**config.mk**
```make
export PLATFORM = sky130hd
export DESIGN_NAME = seq_pattern_tx
export DESIGN_NICKNAME = d
export VERILOG_FILES = /design/src/rtl/seq_pattern_tx.sv
export SDC_FILE = /design/constraint.sdc
export NUM_CORES = 1
export LEC_CHECK = 0
export CAP_MARGIN = 20
export CORE_AREA = 2 2 53 55
export CTS_BUF_LIST = sky130_fd_sc_hd__clkbuf_4 sky130_fd_sc_hd__clkbuf_8 sky130_fd_sc_hd__clkbuf_16
export CTS_CLUSTER_SIZE = 20
export DETAILED_ROUTE_END_ITERATION = 10
export DIE_AREA = 0 0 55 57
export HOLD_SLACK_MARGIN = 0.12
export PLACE_DENSITY = 0.69
export SLEW_MARGIN = 20
export SYNTH_ARGS = -nofsm -noshare
export SYNTH_HDL_FRONTEND = slang
export SYNTH_SLANG_ARGS = --single-unit
```
**constraint.sdc**
```tcl
create_clock -name clock -period 2.05 [get_ports clock]
set_input_delay 0.205 -clock clock [delete_from_list [all_inputs] [get_ports clock]]
set_output_delay 0.205 -clock clock [all_outputs]
set_load 0.01 [all_outputs]
```
**src/rtl/seq_pattern_tx.sv**
```systemverilog
// seq_pattern_tx -- serial pattern transmitter.
//
// Sends pattern[length:0] MSB-first, repeated (repeat_count + 1) times,
// as one contiguous burst on X / X_valid. A one-cycle done pulse follows
// the final bit. abort cancels a burst with no last and no done.
//
// The repetition port is named repeat_count because "repeat" is a
// reserved word in SystemVerilog.
//
// Optional feature macro: GEN_PARITY_EN
//   When defined, every pass is followed by one PARITY cycle carrying the
//   XOR of pattern_reg[length_reg:0]. last then marks the final parity bit.
//   When undefined, the PARITY state does not exist and passes run
//   back-to-back.
//
// Handshake: a request is accepted on a rising clock edge where
//   start_valid = 1, start_ready = 1 and abort = 0. start_ready is high
//   only in IDLE and does not depend on start_valid. The captured fields
//   are held for the whole burst, so the requester may change them freely
//   once the edge has passed.
//
// All outputs decode registered state only. No combinational path runs
// from any input to any output.
//
// state_dbg exposes the FSM state for external checkers:
//   0 = IDLE, 1 = SEND, 2 = PARITY (parity build only), 3 = DONE.

module seq_pattern_tx #(
    parameter logic IDLE_LEVEL = 1'b1
) (
    input  logic       clock,
    input  logic       reset,
    input  logic       start_valid,
    output logic       start_ready,
    input  logic [7:0] pattern,
    input  logic [2:0] length,
    input  logic [3:0] repeat_count,
    input  logic       abort,
    output logic       X,
    output logic       X_valid,
    output logic       last,
    output logic       done,
    output logic [1:0] state_dbg
);

    localparam logic [1:0] ST_IDLE   = 2'd0;
    localparam logic [1:0] ST_SEND   = 2'd1;
`ifdef GEN_PARITY_EN
    localparam logic [1:0] ST_PARITY = 2'd2;
`endif
    localparam logic [1:0] ST_DONE   = 2'd3;

    logic [1:0] state,       state_nx;
    logic [7:0] pattern_reg, pattern_nx;
    logic [2:0] length_reg,  length_nx;
    logic [2:0] bit_idx,     bit_idx_nx;
    logic [3:0] rep_cnt,     rep_cnt_nx;
    logic       accept;

    // A request is taken only in IDLE, and abort blocks it.
    assign accept = start_valid && start_ready && !abort;

`ifdef GEN_PARITY_EN
    logic parity_bit;

    // Parity bit of the captured pattern, covering only bits length_reg..0.
    always_comb begin
        parity_bit = 1'b0;
        for (int i = 0; i < 8; i++) begin
            if (3'(i) <= length_reg) begin
                parity_bit = parity_bit ^ pattern_reg[i];
            end
        end
    end
`endif

    // Next-state logic: captures the request, steps through the bits and
    // reloads for each pass.
    always_comb begin
        state_nx   = state;
        pattern_nx = pattern_reg;
        length_nx  = length_reg;
        bit_idx_nx = bit_idx;
        rep_cnt_nx = rep_cnt;
        case (state)
            ST_IDLE: begin
                if (accept) begin
                    pattern_nx = pattern;
                    length_nx  = length;
                    bit_idx_nx = length;
                    rep_cnt_nx = repeat_count;
                    state_nx   = ST_SEND;
                end
            end
            ST_SEND: begin
                if (abort) begin
                    state_nx = ST_IDLE;
                end else if (bit_idx != 3'd0) begin
                    bit_idx_nx = bit_idx - 3'd1;
                end else begin
`ifdef GEN_PARITY_EN
                    // The end of each pass always goes through one parity cycle.
                    state_nx = ST_PARITY;
`else
                    if (rep_cnt != 4'd0) begin
                        // Reload in the same cycle so the passes run with no gap.
                        bit_idx_nx = length_reg;
                        rep_cnt_nx = rep_cnt - 4'd1;
                    end else begin
                        state_nx = ST_DONE;
                    end
`endif
                end
            end
`ifdef GEN_PARITY_EN
            ST_PARITY: begin
                if (abort) begin
                    state_nx = ST_IDLE;
                end else if (rep_cnt != 4'd0) begin
                    bit_idx_nx = length_reg;
                    rep_cnt_nx = rep_cnt - 4'd1;
                    state_nx   = ST_SEND;
                end else begin
                    state_nx = ST_DONE;
                end
            end
`endif
            ST_DONE: begin
                state_nx = ST_IDLE;
            end
            default: begin
                state_nx = ST_IDLE;
            end
        endcase
    end

    // State and captured-request registers, with asynchronous clear.
    always_ff @(posedge clock or posedge reset) begin
        if (reset) begin
            state       <= ST_IDLE;
            pattern_reg <= 8'd0;
            length_reg  <= 3'd0;
            bit_idx     <= 3'd0;
            rep_cnt     <= 4'd0;
        end else begin
            state       <= state_nx;
            pattern_reg <= pattern_nx;
            length_reg  <= length_nx;
            bit_idx     <= bit_idx_nx;
            rep_cnt     <= rep_cnt_nx;
        end
    end

    // Output decode from the registered state and counters only.
    always_comb begin
        start_ready = 1'b0;
        X           = IDLE_LEVEL;
        X_valid     = 1'b0;
        last        = 1'b0;
        done        = 1'b0;
        case (state)
            ST_IDLE: begin
                start_ready = 1'b1;
            end
            ST_SEND: begin
                X       = pattern_reg[bit_idx];
                X_valid = 1'b1;
`ifdef GEN_PARITY_EN
                last    = 1'b0;
`else
                last    = (bit_idx == 3'd0) && (rep_cnt == 4'd0);
`endif
            end
`ifdef GEN_PARITY_EN
            ST_PARITY: begin
                X       = parity_bit;
                X_valid = 1'b1;
                last    = (rep_cnt == 4'd0);
            end
`endif
            ST_DONE: begin
                done = 1'b1;
            end
            default: begin
                start_ready = 1'b0;
            end
        endcase
    end

    // Expose the FSM state for external checkers.
    assign state_dbg = state;

endmodule

```
### Word-level counts from Yosys, hierarchy flattened

Cells that the tools add are included.

* register bits: 20
* output and inout port bits: 7

* eq/ne operators: 9
* reduce and logical (&&, ||, !) cells: 14
* $lt $le $gt $ge: 1
* mux-type cells: 22
* add/subtract/negate cells: 2

Operators with widths (number)
* $mux 4: 4
* $mux 3: 4
* $ne 3x3->1 const B: 3
* $mux 2: 4
* $ne 2x2->1 const B: 4
* $pmux 4 s2: 1
* $mux 1: 6
* $pmux 3 s2: 1
* $reduce_and 5->1: 1
* $logic_not 4->1: 1
* $lt 3x4->1 const B: 1
* $pmux 2 s2: 1
* $reduce_and 4->1: 1
* $reduce_bool 4->1: 1
* $sub 4x1->4 const B: 1
* $bmux 1 s3: 1
* $logic_and 1x1->1: 3
* $logic_not 3->1: 1
* $reduce_and 3->1: 1
* $reduce_bool 3->1: 1
* $sub 3x1->3 const B: 1
* $eq 2x1->1 const B: 1
* $eq 2x2->1 const B: 1
* $logic_not 2->1: 1
* 3 further kinds: 3

### Longest topological paths before layout

Gate-level depths: netlist of the first run.

* word-level depth: 6
* gate-level depth with buffers: 6
* mapped depth without buffers: 6

### Least setup slack after synthesis of the first run

OpenSTA, ideal clock, no wires.

* path kind: flip-flop to flip-flop
* start point: register bit_idx[0]
* end point: register rep_cnt[1]
* buffers on the path: 0
* library setup time: 0.123 ns
* path slack: 0.507 ns
* cell stages (with the launch flop): 7
* data arrival time: 1.420 ns
* cell sequence: dfrtp_1 -> inv_1 -> ha_1 -> nand2b_1 -> a21o_1 -> or3_1 -> o221a_2

* cells in the longest elaborated chain, start to end: 3

RTL lines
* start: declaration: line 56 `logic [2:0] bit_idx, bit_idx_nx;`
* start signal: assignment: line 149 `bit_idx <= bit_idx_nx;`
* $reduce_bool 3->1: line 98 `end else if (bit_idx != 3'd0) begin`
* $ne 2x2->1 (no source line)
* $reduce_and 5->1 (no source line)
* end signal: assignment: line 150 `rep_cnt <= rep_cnt_nx;`
* end: declaration: line 57 `logic [3:0] rep_cnt, rep_cnt_nx;`

Every way passes these cells.
A chain may end at the register's enable or synchronous reset.

### Final worst setup path of the first run

* start point: register bit_idx[0]
* end point: output last

* cells in the longest elaborated chain, start to end: 3

RTL lines
* $logic_not 3->1: line 171 `last = (bit_idx == 3'd0) && (rep_cnt == 4'd0);`
* $logic_and 1x1->1: line 171
* $mux 1: line 161 `case (state)`
* end: declaration: line 41 `output logic last,`

Every way passes these cells.

==> results.md, run 1 <==
- Cell accounting for the most synthesized area: dfrtp_1
- CTS buffer count: 3
- Commonest non-fill, non-tap cells in the layout: clkdlybuf4s50_1 (23), dfrtp_1 (19), inv_1 (11), nand2_1 (10)
- Most common cell after layout, fill and taps aside: clkdlybuf4s50_1
- DRT Pass-1 Iters: 4
- WP data required: 1.85 ns
- Post-Route Utilization: 0.561
- Sw frac: 0.323
- Post-synth net total: 124
- Distinct cells, synth: 32
- P_int: 0.776 mW
- Syn_area_per_cell: 10.7 sq um
- Fmax: 529 MHz
- Leak pwr: about 0.64 nW
- Die outline area: 3140 sq um
- Seq pwr share: 0.482
- Clk pwr share: 0.158
- I/O pins: 26
- Type of the worst setup path: reg -> out
- IO Port Bufs: 25
- Initial core utilization: 0.418
- Cell Pwr Density: 782 nW/um^2
- Depth of the CTS H-tree: 1
- Final setup viols: 0
- Status: finished clean
- Synth top area share: 0.458
- Clock transition at path regs: 0.10 ns
- Worst-Margin Slew: 0.632 ns
- RSZ-0062 raised after global routing: no
- Fill cell count: 258
- Crit. End Element: primary output
- Pins Over Slew Limit: 0
- Routed WL: 2350 um
- Post-synth EDFFs: 0
- HP Class: in -> async
- Final Critical Period: 1.89 ns
- #FFs+latches synth: 20
- DR vias: 889
- # rows: 19
- Largest net degree at the start of global routing: 21
- Initial antenna violation count: 0
- Max-Cap Viols: 0
- Main synth FF type: dfrtp_1
- # DRC: 0
- Vias per cell: 5.26
- Layout cells sized above 1: 0.232
- GPL Wtd Cong: ~0.80
- Layout Nets: roughly 160
- First-iteration detailed-routing DRC count: 20
- Crit-path max cell delay: around 0.42 ns
- Cell count after synthesis: 102
- Area delta synth->final: 34.1%
- Final period util: 0.922
- Combinational power share: 0.361
- Startpoint Class: flip-flop
- Crit-path cells: inv_1, ha_2, nand3b_1, nor4_4, clkbuf_2
- Largest register FFs: 8
- Gr ovfl total: 0
- DR WL/cell: 13.9 um
- CTS sink cnt: 20
- Async set or reset register ratio after synthesis: 1.00
- Clk buf depth: 2
- First-pass GRT wire length: ~4000 um
- Antenna diodes: 0
- Critical Path AT: 1.68 ns
- CORE AREA: approximately 2600 sq um
- Area contributors post-synth: dfrtp_1 (46%), mux2_2 (8.2%), o21ai_0 (4.1%)
- Post-synthesis sequential area ratio: 0.458
- Switching pwr: 0.371 mW
- Slowest-stage cell, CP: dfrtp_1
- Vias in the first global route: 904
- Worst Path Max Fanout: 4
- Skew final: between 0.003 and 0.004 ns
- Detailed Place HPWL: between 1500 and 2000 um
- Latest clock arrival within the worst-skew pair: 0.29 ns
- CTS tree: done
- GRT Total Usage: 0.172
- Peak VDD IR: 494 uV
- Yosys Warn Count: 0
- Slew margin rel.: 0.574
- Die X: around 55 um
- Chip height: 57 um
- Final ANT Viol Nets: 0
- Clock Root Buffer: clkbuf_4
- Setup TNS: 0 ns
- Synthesized area: ~1100 sq um
- Fin. Hold Viols: 0
==> power groups by stage <==
stage	Clock, mW	Sequential (mW)	Combinational (mW)
floorplan	0	0.541	0.282
global placement	0	0.560	0.389
detailed placement	0	0.567	0.397
CTS	0.192	0.553	0.413
global route	0.211	0.564	0.469
finish	0.181	0.552	0.414
==> cell families after synthesis <==
kind of cell    count (synthesis)  share of synthesized area
simple gates                   30                      0.174
compound gates                 24                      0.144
flops                          20                      0.458
buf+inv                        13                     0.0481
mux                            12                      0.142
fa+ha+maj                       3                     0.0343
==> per-stage QoR <==
stage	std cells	power [mW]	area, sq um	setup slack, ns	hold WS [ns]
after global placement	162	0.949	1410	0.130	0.498
after detailed placement	162	0.963	1410	0.0855	0.502
after CTS	166	1.16	1440	0.0313	0.220
final	169	1.15	1470	0.160	0.220
after floorplan	102	0.823	1090	0.507	0.169
after global routing	169	1.24	1470	0.0516	0.249
==> final cells by class <==
cell class | instances | area, sq um | share of cell area
tap | 31 | 38.8 | 0.0265
inverter | 12 | 48.8 | 0.0333
sequential | 20 | 502 | 0.342
multi-input combinational | 69 | 543 | 0.370
timing repair buffer | 34 | 312 | 0.212
clock buffer | 3 | 22.5 | 0.0154
==> critical path: cells and delay by family (launching register included) <==
family	cells	cell delay (ns)
simple gates	2	0.42
flops	1	0.42
buf+inv	2	0.32
fa+ha+maj	1	0.23
==> metal layers <==
layer	GRT usage	wire length (um)	vias to the layer above
li1	-	-	436
met1	0.214	1020	424
met2	0.293	1180	24
met3	0.0288	112	5
met4	0.0627	36	0
met5	0	0	-
==> path summary, 6_finish.rpt <==
kind / from / end / slack, ns / cells after the start
hold reg to reg: pattern_reg[4] / pattern_reg[4] / 0.53 / 1
hold / removal: reset / pattern_reg[0] / 0.22 / 3
setup reg to reg: state_dbg[0] / bit_idx[0] / 0.28 / 5
setup / recovery: bit_idx[0] / last / 0.16 / 5
min in group clock: length[0] / length_reg[0] / 0.49 / 3
max in group asynchronous: reset / bit_idx[2] / 1.60 / 3
==> cells in the mapped netlist, types with 2 or more instances <==
library cell and number:
nand2_1 10, nor2_1 4, nor2b_1 2, ha_1 3, or3_1 2, a21oi_1 4
mux4_2 2, dfrtp_1 20, o21ai_0 9, inv_1 12, o221a_2 2, mux2_2 8
nand3_1 4, mux2i_1 2
==> timing repair <==
item	in CTS	in global routing
hold buffers	0	0
setup buffers	1	3
endpoints found under the setup margin	2	2
pin swaps	0	1
gates resized for setup	3	4
Note: power is estimated with default switching activity, not from simulation.
==> run 2: changes to the inputs <==
--- a/config.mk
+++ b/config.mk
@@ -6,11 +6,11 @@
 export NUM_CORES = 1
 export LEC_CHECK = 0
 export CAP_MARGIN = 20
-export CORE_AREA = 2 2 53 55
+export CORE_AREA = 2 2 49 60
 export CTS_BUF_LIST = sky130_fd_sc_hd__clkbuf_4 sky130_fd_sc_hd__clkbuf_8 sky130_fd_sc_hd__clkbuf_16
 export CTS_CLUSTER_SIZE = 20
 export DETAILED_ROUTE_END_ITERATION = 10
-export DIE_AREA = 0 0 55 57
+export DIE_AREA = 0 0 51 62
 export HOLD_SLACK_MARGIN = 0.12
 export PLACE_DENSITY = 0.69
 export SLEW_MARGIN = 20
==> results.md, run 2 (synthesis results as in run 1) <==
- Status: finished clean
- Detailed Place HPWL: approximately 1900 um
- Chip height: 62 um
- Pre-CTS setup slack: 0.0707 ns
- Hold WS: 0.218 ns
- Max-Cap Viols: 0
- Layout cells sized above 1: 0.200
- Worst path bufs/invs: 2
- Commonest non-fill, non-tap cells in the layout: clkdlybuf4s50_1 (23), dfrtp_1 (19), inv_1 (12), nand2_1 (10), o21ai_0 (9)
- CTS buffer count: 3
- Cell Pwr Density: 788 nW/um^2
- Gr ovfl total: 0
- WP data required: between 1.5 and 2 ns
- Slowest-stage cell, CP: clkdlybuf4s50_1
- Die outline area: ~3200 sq um
- Final Critical Period: 1.93 ns
- Pins Over Slew Limit: 0
- CTS sink cnt: 20
- GPL Wtd Cong: 0.801
- Antenna diodes: 0
- R2R cell count: 5
- Latest clock arrival within the worst-skew pair: 0.30 ns
- Crit path launch: state_dbg[1]
- Clock transition at path regs: 0.10 ns
- Type of the worst setup path: reg -> out
- HP Class: in -> async
- Largest register FFs: 8
- Final period util: 0.943
- Seq pwr share: 0.490
- First-pass GRT wire length: 3980 um
- Skew final: roughly 0.0034 ns
- Initial core utilization: 0.412
- Crit-path max cell delay: 0.57 ns
- Worst-Margin Slew: 0.646 ns
- Clk buf depth: 2
- Vias in the first global route: 894
- Critical Path AT: 1.73 ns
- Vias per cell: around 5.3
- P_int: around 0.77 mW
- R2r startpoint: state_dbg[0]
- RSZ-0062 raised after global routing: no
- Routed WL: 2390 um
- I/O pins: 26
- Area delta synth->final: 32.4%
- WP depth: 3
- Depth of the CTS H-tree: 1
- Layout Nets: 159
- Leak pwr: 0.633 nW
- Combinational power share: 0.353
- Peak VDD IR: 480 uV
- DR WL/cell: 14.1 um
- Final ANT Viol Nets: 0
- Worst Path Max Fanout: 7
- CTS tree: done
- Fin. Hold Viols: 0
- Setup TNS: 0 ns
- Slew margin rel.: 0.565
- Switching pwr: 0.374 mW
- Final setup viols: 0
- First-iteration detailed-routing DRC count: 23
- Initial antenna violation count: 0
- DRT Pass-1 Iters: 4
- R2r endpoint: bit_idx[0]
- DR vias: 903
- Crit-path cells: or2b_4, inv_1, clkdlybuf4s50_1
- Most common cell after layout, fill and taps aside: clkdlybuf4s50_1
- IO Port Bufs: 25
- # rows: 21
- Final worst slack: 0.116 ns
- Clk pwr share: 0.157
- Startpoint Class: flip-flop
- Largest net degree at the start of global routing: 21
- Die X: 51 um
- R2r setup slk: between 0.2 and 0.3 ns
- Top delay family on crit path: buffers and inverters
- # DRC: 0
- Fmax: ~520 MHz
- Sw frac: 0.328
- CORE AREA: ~2700 sq um
- Crit. End Element: primary output
- GRT Total Usage: 0.172
- Clock Root Buffer: clkbuf_4
- Worst setup path endpoint: X_valid
## run 2: cell types whose count changed in the layout (fill, tap and decap cells not counted)
cell           change
buf_4              -3
clkbuf_2           -1
clkinvlp_4         -1
dlygate4sd2_1      +1
inv_1              +1
## run 2: worst min-delay path by stage
stage	slack (ns)	endpoint	cells past startpoint
floorplan	0.17	bit_idx[0]	1
global placement	0.50	pattern_reg[3]	1
detailed placement	0.50	pattern_reg[3]	1
CTS	0.22	pattern_reg[7]	3
global route	0.24	pattern_reg[7]	3
finish	0.22	pattern_reg[7]	3
## run 2: timing repair
action / 4_1_cts / 5_1_grt
hold buffers: 0 / 0
endpoints found under the setup margin: 2 / 1
pin swaps: 1 / 1
gates resized for setup: 3 / 1
setup buffers: 1 / 0
## run 2: cell type report
type,count,area (sq um)
tap,34,42.5
inverter,12,45.0
multi-input combinational,69,543
sequential,20,502
timing repair buffer,31,293
fill,246,1210
clock buffer,3,22.5
## run 2: through the flow
| step | cell area, sq um | std cells | utilization | power [mW] |
|---|---|---|---|---|
| after floorplan | 1090 | 102 | - | 0.823 |
| after global placement | 1420 | 165 | 0.534 | 0.951 |
| after detailed placement | 1420 | 165 | 0.534 | 0.967 |
| after CTS | 1450 | 169 | 0.545 | 1.15 |
| after global routing | 1450 | 169 | 0.545 | 1.22 |
| final | 1450 | 169 | 0.545 | 1.14 |
## run 2: power by group through the flow
| stage | combinational [mW] | sequential (mW) | clock, mW |
|---|---|---|---|
| floorplan | 0.282 | 0.541 | 0 |
| global placement | 0.391 | 0.560 | 0 |
| detailed placement | 0.401 | 0.566 | 0 |
| CTS | 0.403 | 0.559 | 0.189 |
| global route | 0.448 | 0.571 | 0.205 |
| finish | 0.402 | 0.559 | 0.180 |
## run 2: metal layers
metal	vias up	wire, um	global-route usage
met3	4	88	0.0191
met5	-	0	0
met1	449	979	0.185
met2	21	1280	0.332
met4	0	37	0.0888
li1	429	-	-
## run 2: tightest hold or removal path, cell delays in order
cell and delay [ns]:
clkdlybuf4s50_1 0.39, inv_1 0.05, buf_4 0.26
